$ cat src/rtl/game_sequencer_pkg.sv
// game_sequencer_pkg
//   Shared types and constants for the game-flow controller:
//   - stateT       : controller state enumeration
//   - SCREEN_*     : screen codes presented to the Screens/Audio blocks
//   - clogb()      : index width helper, never narrower than 1 bit
//   - screenOf()   : screen code shown while in a given state
package game_sequencer_pkg;

    typedef enum logic [3:0] {
        ST_TITLE,
        ST_OBJ_RESET,
        ST_PLAY,
        ST_PAUSE,
        ST_LOSE,
        ST_LEVEL_UP,
        ST_WORLD_UP,
        ST_GAME_OVER,
        ST_WIN
    } stateT;

    localparam logic [2:0] SCREEN_TITLE     = 3'd0;
    localparam logic [2:0] SCREEN_PLAY      = 3'd1;
    localparam logic [2:0] SCREEN_LOSE      = 3'd2;
    localparam logic [2:0] SCREEN_WIN       = 3'd3;
    localparam logic [2:0] SCREEN_LEVEL_UP  = 3'd4;
    localparam logic [2:0] SCREEN_WORLD_UP  = 3'd5;
    localparam logic [2:0] SCREEN_PAUSE     = 3'd6;
    localparam logic [2:0] SCREEN_GAME_OVER = 3'd7;

    // Width able to hold the values 0..n-1, at least 1 bit.
    function automatic int unsigned clogb(input int unsigned n);
        return (n < 2) ? 1 : $clog2(n);
    endfunction

    // The playfield stays on screen while objects are being reset.
    function automatic logic [2:0] screenOf(input stateT s);
        case (s)
            ST_TITLE:     return SCREEN_TITLE;
            ST_OBJ_RESET: return SCREEN_PLAY;
            ST_PLAY:      return SCREEN_PLAY;
            ST_PAUSE:     return SCREEN_PAUSE;
            ST_LOSE:      return SCREEN_LOSE;
            ST_LEVEL_UP:  return SCREEN_LEVEL_UP;
            ST_WORLD_UP:  return SCREEN_WORLD_UP;
            ST_GAME_OVER: return SCREEN_GAME_OVER;
            ST_WIN:       return SCREEN_WIN;
            default:      return SCREEN_TITLE;
        endcase
    endfunction

endpackage

$ cat src/rtl/game_sequencer_if.sv
// game_sequencer_if
//   Bundles the button/event inputs and the game-state outputs of the
//   sequencer.
//   master : input-side driver (button decode / game objects), reads outputs
//   slave  : the sequencer itself
//   Inputs : start_btn, continue_btn, pause_btn, player_dead, level_complete
//   Outputs: level, world, screen, lives, player_disable, obj_reset,
//            audio_select
interface game_sequencer_if #(
    parameter int unsigned LEVEL_W = 2,
    parameter int unsigned WORLD_W = 2,
    parameter int unsigned LIVES_W = 5
);
    logic               start_btn;
    logic               continue_btn;
    logic               pause_btn;
    logic               player_dead;
    logic               level_complete;
    logic [LEVEL_W-1:0] level;
    logic [WORLD_W-1:0] world;
    logic [2:0]         screen;
    logic [LIVES_W-1:0] lives;
    logic               player_disable;
    logic               obj_reset;
    logic [3:0]         audio_select;

    modport master (
        output start_btn, continue_btn, pause_btn, player_dead, level_complete,
        input  level, world, screen, lives, player_disable, obj_reset, audio_select
    );

    modport slave (
        input  start_btn, continue_btn, pause_btn, player_dead, level_complete,
        output level, world, screen, lives, player_disable, obj_reset, audio_select
    );
endinterface

$ cat src/rtl/game_sequencer_btn_edge_detect.sv
// btn_edge_detect
//   Registers a level button and emits a registered one-cycle pulse on each
//   rising edge; a held button yields a single pulse.
//   clk   : system clock
//   rst   : asynchronous active-low reset
//   btn   : raw button level
//   pulse : one-cycle rising-edge pulse, one clock after the sampled edge
module btn_edge_detect (
    input  logic clk,
    input  logic rst,
    input  logic btn,
    output logic pulse
);
    logic btnQ;

    always_ff @(posedge clk or negedge rst) begin
        if (!rst) begin
            btnQ  <= 1'b0;
            pulse <= 1'b0;
        end else begin
            btnQ  <= btn;
            pulse <= btn & ~btnQ;
        end
    end
endmodule

$ cat src/rtl/game_sequencer.sv
// game_sequencer
//   Game-flow controller: title, play, pause, level/world advance, life loss,
//   game over and win. Every output is registered.
//   clk : system clock
//   rst : asynchronous active-low reset
//   bus : game_sequencer_if.slave (button/event inputs, game-state outputs)
module game_sequencer
    import game_sequencer_pkg::*;
#(
    parameter int unsigned NUM_WORLDS   = 4,
    parameter int unsigned NUM_LEVELS   = 4,
    parameter int unsigned START_LIVES  = 3,
    parameter int unsigned MAX_LIVES    = 5,
    parameter int unsigned HOLD_CYCLES  = 50000000,
    parameter int unsigned RST_CYCLES   = 16,
    parameter int unsigned AUTO_ADVANCE = 0
) (
    input logic             clk,
    input logic             rst,
    game_sequencer_if.slave bus
);
    localparam int unsigned LEVEL_W = clogb(NUM_LEVELS);
    localparam int unsigned WORLD_W = clogb(NUM_WORLDS);
    localparam int unsigned CNT_W   = clogb(MAX_LIVES + 1);
    localparam int unsigned TIMER_W = clogb((HOLD_CYCLES > RST_CYCLES) ? HOLD_CYCLES : RST_CYCLES);

    localparam logic [LEVEL_W-1:0] LAST_LEVEL = LEVEL_W'(NUM_LEVELS - 1);
    localparam logic [WORLD_W-1:0] LAST_WORLD = WORLD_W'(NUM_WORLDS - 1);
    localparam logic [CNT_W-1:0]   START_C    = CNT_W'(START_LIVES);
    localparam logic [CNT_W-1:0]   MAX_C      = CNT_W'(MAX_LIVES);
    localparam logic [TIMER_W-1:0] HOLD_LAST  = TIMER_W'(HOLD_CYCLES - 1);
    localparam logic [TIMER_W-1:0] RST_LAST   = TIMER_W'(RST_CYCLES - 1);
    localparam bit                 AUTO       = (AUTO_ADVANCE != 0);

    stateT                state, stateD;
    logic [LEVEL_W-1:0]   levelQ, levelD;
    logic [WORLD_W-1:0]   worldQ, worldD;
    logic [CNT_W-1:0]     countQ, countD;
    logic [TIMER_W-1:0]   timer, timerLimit;
    logic                 expired;
    logic [MAX_LIVES-1:0] livesQ, livesD;
    logic [2:0]           screenQ;
    logic                 disableQ, objResetQ;
    logic                 startEdge, continueEdge, pauseEdge;

    btn_edge_detect uStart    (.clk(clk), .rst(rst), .btn(bus.start_btn),    .pulse(startEdge));
    btn_edge_detect uContinue (.clk(clk), .rst(rst), .btn(bus.continue_btn), .pulse(continueEdge));
    btn_edge_detect uPause    (.clk(clk), .rst(rst), .btn(bus.pause_btn),    .pulse(pauseEdge));

    // One timer serves both the object-reset pulse and the hold screens; it
    // restarts on every state change and saturates at the active limit.
    assign timerLimit = (state == ST_OBJ_RESET) ? RST_LAST : HOLD_LAST;
    assign expired    = (timer == timerLimit);

    always_comb begin
        stateD = state;
        levelD = levelQ;
        worldD = worldQ;
        countD = countQ;
        livesD = '0;
        case (state)
            ST_TITLE: begin
                if (startEdge) begin
                    stateD = ST_OBJ_RESET;
                    levelD = '0;
                    worldD = '0;
                    countD = START_C;
                end
            end
            ST_OBJ_RESET: begin
                if (expired) stateD = ST_PLAY;
            end
            ST_PLAY: begin
                if (bus.player_dead) begin
                    if (countQ > CNT_W'(1)) begin
                        countD = countQ - CNT_W'(1);
                        stateD = ST_LOSE;
                    end else begin
                        countD = '0;
                        stateD = ST_GAME_OVER;
                    end
                end else if (bus.level_complete) begin
                    if (levelQ == LAST_LEVEL && worldQ == LAST_WORLD) begin
                        stateD = ST_WIN;
                    end else if (levelQ == LAST_LEVEL) begin
                        levelD = '0;
                        worldD = worldQ + WORLD_W'(1);
                        countD = (countQ >= MAX_C) ? MAX_C : countQ + CNT_W'(1);
                        stateD = ST_WORLD_UP;
                    end else begin
                        levelD = levelQ + LEVEL_W'(1);
                        stateD = ST_LEVEL_UP;
                    end
                end else if (pauseEdge) begin
                    stateD = ST_PAUSE;
                end
            end
            ST_PAUSE: begin
                if (pauseEdge || continueEdge) stateD = ST_PLAY;
            end
            ST_LOSE, ST_LEVEL_UP, ST_WORLD_UP: begin
                if (expired && (continueEdge || AUTO)) stateD = ST_OBJ_RESET;
            end
            ST_GAME_OVER, ST_WIN: begin
                if (startEdge) begin
                    stateD = ST_OBJ_RESET;
                    levelD = '0;
                    worldD = '0;
                    countD = START_C;
                end else if (continueEdge) begin
                    // Back on the title screen the display matches power-up.
                    stateD = ST_TITLE;
                    levelD = '0;
                    worldD = '0;
                    countD = '0;
                end
            end
            default: stateD = ST_TITLE;
        endcase
        for (int unsigned i = 0; i < MAX_LIVES; i++) begin
            livesD[i] = (CNT_W'(i) < countD);
        end
    end

    always_ff @(posedge clk or negedge rst) begin
        if (!rst) begin
            state     <= ST_TITLE;
            levelQ    <= '0;
            worldQ    <= '0;
            countQ    <= '0;
            timer     <= '0;
            livesQ    <= '0;
            screenQ   <= SCREEN_TITLE;
            disableQ  <= 1'b1;
            objResetQ <= 1'b0;
        end else begin
            state     <= stateD;
            levelQ    <= levelD;
            worldQ    <= worldD;
            countQ    <= countD;
            if (stateD != state) begin
                timer <= '0;
            end else if (!expired) begin
                timer <= timer + TIMER_W'(1);
            end
            livesQ    <= livesD;
            screenQ   <= screenOf(stateD);
            disableQ  <= (stateD != ST_PLAY);
            objResetQ <= (stateD == ST_OBJ_RESET);
        end
    end

    assign bus.level          = levelQ;
    assign bus.world          = worldQ;
    assign bus.screen         = screenQ;
    assign bus.lives          = livesQ;
    assign bus.player_disable = disableQ;
    assign bus.obj_reset      = objResetQ;
    assign bus.audio_select   = {1'b0, screenQ};

endmodule

$ cat src/flat_wrapper.sv
// flat-port wrapper written by rule: the top's interface ports become plain ports
module game_sequencer_flat import game_sequencer_pkg::*;
#(
    parameter int unsigned NUM_WORLDS   = 4,
    parameter int unsigned NUM_LEVELS   = 4,
    parameter int unsigned START_LIVES  = 3,
    parameter int unsigned MAX_LIVES    = 5,
    parameter int unsigned HOLD_CYCLES  = 50000000,
    parameter int unsigned RST_CYCLES   = 16,
    parameter int unsigned AUTO_ADVANCE = 0
)
  (clk, rst, bus_start_btn, bus_continue_btn, bus_pause_btn, bus_player_dead, bus_level_complete, bus_level, bus_world, bus_screen, bus_lives, bus_player_disable, bus_obj_reset, bus_audio_select);
  game_sequencer_if #(.LEVEL_W(2), .WORLD_W(2), .LIVES_W(5)) bus_i ();
  input logic clk;
  input logic rst;
  input wire logic [$bits(bus_i.start_btn)-1:0] bus_start_btn;
  input wire logic [$bits(bus_i.continue_btn)-1:0] bus_continue_btn;
  input wire logic [$bits(bus_i.pause_btn)-1:0] bus_pause_btn;
  input wire logic [$bits(bus_i.player_dead)-1:0] bus_player_dead;
  input wire logic [$bits(bus_i.level_complete)-1:0] bus_level_complete;
  output wire logic [$bits(bus_i.level)-1:0] bus_level;
  output wire logic [$bits(bus_i.world)-1:0] bus_world;
  output wire logic [$bits(bus_i.screen)-1:0] bus_screen;
  output wire logic [$bits(bus_i.lives)-1:0] bus_lives;
  output wire logic [$bits(bus_i.player_disable)-1:0] bus_player_disable;
  output wire logic [$bits(bus_i.obj_reset)-1:0] bus_obj_reset;
  output wire logic [$bits(bus_i.audio_select)-1:0] bus_audio_select;
  assign bus_i.start_btn = bus_start_btn;
  assign bus_i.continue_btn = bus_continue_btn;
  assign bus_i.pause_btn = bus_pause_btn;
  assign bus_i.player_dead = bus_player_dead;
  assign bus_i.level_complete = bus_level_complete;
  assign bus_level = bus_i.level;
  assign bus_world = bus_i.world;
  assign bus_screen = bus_i.screen;
  assign bus_lives = bus_i.lives;
  assign bus_player_disable = bus_i.player_disable;
  assign bus_obj_reset = bus_i.obj_reset;
  assign bus_audio_select = bus_i.audio_select;
  game_sequencer #(.NUM_WORLDS(NUM_WORLDS), .NUM_LEVELS(NUM_LEVELS), .START_LIVES(START_LIVES), .MAX_LIVES(MAX_LIVES), .HOLD_CYCLES(HOLD_CYCLES), .RST_CYCLES(RST_CYCLES), .AUTO_ADVANCE(AUTO_ADVANCE)) u_core (.clk(clk), .rst(rst), .bus(bus_i));
endmodule
$ cat config.mk
export PLATFORM = sky130hd
export DESIGN_NAME = game_sequencer_flat
export DESIGN_NICKNAME = d
export VERILOG_FILES = /design/src/rtl/game_sequencer_pkg.sv /design/src/rtl/game_sequencer_if.sv /design/src/rtl/game_sequencer_btn_edge_detect.sv /design/src/rtl/game_sequencer.sv /design/src/flat_wrapper.sv
export SDC_FILE = /design/constraint.sdc
export NUM_CORES = 1
export LEC_CHECK = 0
export ABC_CLOCK_PERIOD_IN_PS = 5250
export CAP_MARGIN = 20
export CORE_ASPECT_RATIO = 0.6
export CORE_MARGIN = 10
export CORE_UTILIZATION = 40
export CTS_CLUSTER_SIZE = 30
export DETAILED_ROUTE_END_ITERATION = 10
export GPL_TIMING_DRIVEN = 0
export SYNTH_ARGS = -nofsm -noshare
export SYNTH_HDL_FRONTEND = slang
export SYNTH_SLANG_ARGS = --single-unit
$ cat constraint.sdc
create_clock -name clk -period 5.25 [get_ports clk]
set_clock_uncertainty 0.15 [all_clocks]
set_input_delay 1.3125 -clock clk [delete_from_list [all_inputs] [get_ports clk]]
set_output_delay 1.3125 -clock clk [all_outputs]
set_load 0.01 [all_outputs]
==> reports/qor.txt <==
Status - complete, no violations
Max Buffers Root-to-Sink - 2
Filler instances - 710
Post-synthesis mux area share - 0.328%
Worst hold path class - flop to flop
Clock H-tree levels - 2
Final Max Tran Viols - 0
Top FF cell, synth - dfrtp_1
Core footprint - 0.00733 mm2
Most used cell, CP - o211ai_1
Max-Cap Viols - 0
Gr usage total - 12.5%
Mapped Avg Cell Area - 9.31 um2
Clock latency on the worst-skew pair - 300 ps
Final RePlAce weighted congestion - 0.871
Post-Syn Nets - 347
Root Driver - clkbuf_16
Layout Nets - 377
CP max stage delay - 530 ps
Area Overhead vs Synth - 16.8%
Chip height - 87.7 um
Crit path required time - 5270 ps
Worst-path fanout max - 8
Worst hold slack - 243 ps
Final wirelength - 6960 um
Post-Synth XOR/XNOR Area - 6.31%
Cell Chain, Critical Path - clkdlybuf4s50_1 -> nand3b_1 -> o211ai_1 -> a21oi_1 -> o32ai_1 -> a31oi_1 -> inv_1 -> ha_1 -> nand3_1 -> o211ai_1
Synth Area in Adders - 4.92%
# hold bufs at CTS - 0
Reg area - 0.00130 mm2
Clock transition at path regs - 70 ps
Die W - 133 um
Max Fclk - 285 MHz
PD cells - 380 mW/mm2
Post-synth EDFFs - 0
Setup_tns - 0 ps
Static leakage - 1.50 nW
CTS sink count - 52
Congestion Overflow GR - 0
Routed WL per cell - 15.0 um
Placement Rows - 24
Initial Utilization - 41.7%
Synthesized instance count - 328
Diodes inserted - 0
Critical path buffer and inverter count - 2
Initial antenna violation count - 0
Mapped cell area - 0.00305 mm2
Worst vdd ir - 195 uV
Synth async-reset ratio - 100%
Post-DP HPWL - 5230 um
Vias - 2489
Synthesized flop and latch total - 52
Worst setup EP type - flop
Unrepaired setup endpoints after global routing - false
Multi-input logic area - 0.00158 mm2
Number of routed nets with antenna violations - 0
Top-Level Pins - 25
Die area - 0.0116 mm2
Synth Area in Simple Gates - 25.1%
Fin crit share - 66.7%
I/O Buffers - 22
Largest net degree at the start of global routing - 40
Mean number of vias per cell - 5.38
Post-synthesis compound-gate area fraction - 15.1%
Commonest non-fill, non-tap cell in the layout - dfrtp_1
Share of layout cells above drive strength 1 - 8.36%
Sequential-to-total area share from yosys stat - 42.7%
Residual DRC - 0
Drt initial violations - 229
Post-CTS Setup Repair Bufs - 0
Number of global-route vias before repair - 2330
Number of synthesis warnings - 0
Critical path class - input pin to flop
Crit path DAT - 3530 ps
Most frequent cells in the layout - 51 x dfrtp_1, 41 x nor2_1, 23 x nand2_1, 21 x clkdlybuf4s50_1, 19 x nand3_1
Worst-margin pin slew - 789 ps
CTS buffer count - 5
First drt pass iteration count - 4
Final Critical Period - 3500 ps
Critical Path Slowest Stage Cell - clkdlybuf4s50_1
Synth cell types - 61
Crit path launch type - input pin
CTS tree - yes
Post-cts resize count - 0
First-pass GRT wire length - 12000 um
Relative slew slack - 47.2%
Largest family of logic cells by synthesized area - simple AND/OR/NAND/NOR gates
Final Hold Viols - 0
Final setup fails - 0
CP delay by family, top - compound AO/OA/AOI/OAI gates
path summary, 6_finish.rpt:
check	startpoint	to	slack, ps	cells after the start
max	bus_level_complete	u_core.bus.screen[1]	1750	10
min	u_core.uContinue.btnQ	u_core.uContinue.pulse	240	1
max reg2reg	u_core.timer[8]	u_core.bus.screen[1]	2000	9
min reg2reg	u_core.uContinue.btnQ	u_core.uContinue.pulse	240	1
max in group asynchronous	rst	u_core.bus.player_disable	3610	2
min in group asynchronous	rst	u_core.timer[8]	750	1
cell families after synthesis:
logic type | after synthesis
AND/OR/NAND/NOR | 143
adder cells (fa/ha/maj) | 12
buffers and inverters | 33
other | 1
flip-flops | 52
AO/OA/AOI/OAI | 64
multiplexers | 1
XOR/XNOR | 22
state kept, by name (all words and copies together), names as in the netlist, 2 cells and up:
name,flops
u_core.timer,26
u_core.bus.lives,5
u_core.state,4
u_core.bus.screen,3
u_core.bus.level,2
u_core.bus.world,2
u_core.countQ,2
where the power goes:
part	internal [W]	leakage, nW	switching [W]
clock	0.000178	0.0660	0.000155
combinational	0.000219	0.764	0.000295
sequential	0.000456	0.675	0.0000533
layer usage:
| layer | vias up | global-route usage, % | part of all wire [%] |
|---|---|---|---|
| met5 | - | 0 | 0 |
| met4 | 0 | 4.57 | 1.3 |
| met3 | 8 | 3.54 | 8.5 |
| met2 | 90 | 15.6 | 36 |
| met1 | 1162 | 19.3 | 54 |
| li1 | 1229 | - | - |
stage by stage:
stage / instance area (um2) / setup WS, ps / total power, W / instances / util [%]
after floorplan: 3050 / 2300 / 0.000858 / 328 / -
after global placement: 3400 / 1130 / 0.00102 / 454 / 46.4
after detailed placement: 3420 / 1500 / 0.00103 / 455 / 46.7
after CTS: 3570 / 1830 / 0.00137 / 463 / 48.7
after global routing: 3570 / 1560 / 0.00146 / 463 / 48.7
final: 3570 / 1750 / 0.00135 / 463 / 48.7
synthesized netlist by cell type (all sizes together), types with 7 or more instances:
cell / count / area [um2]
xnor2: 11 / 96.3
nand2: 23 / 86.3
dfrtp: 51 / 1280
ha: 12 / 150
nor2: 41 / 154
buf: 10 / 81.3
nand4: 10 / 62.6
o21ai: 12 / 60.1
and3: 9 / 56.3
xor2: 11 / 96.3
a21oi: 12 / 60.1
clkbuf: 9 / 33.8
nand3: 20 / 113
inv: 14 / 52.6
nor3: 7 / 35.0
o211ai: 8 / 60.1
area by class of cell:
cell class / count / area share, %
plain buffers: 19 / 3.23
clock buffers: 5 / 3.51
clock inverters: 3 / 0.666
inverters: 14 / 1.47
multi-input cells: 243 / 44.4
flip-flops and latches: 52 / 36.5
well taps: 104 / 3.65
repair buffers: 23 / 6.59
Note: power is estimated with default switching activity, not from simulation.
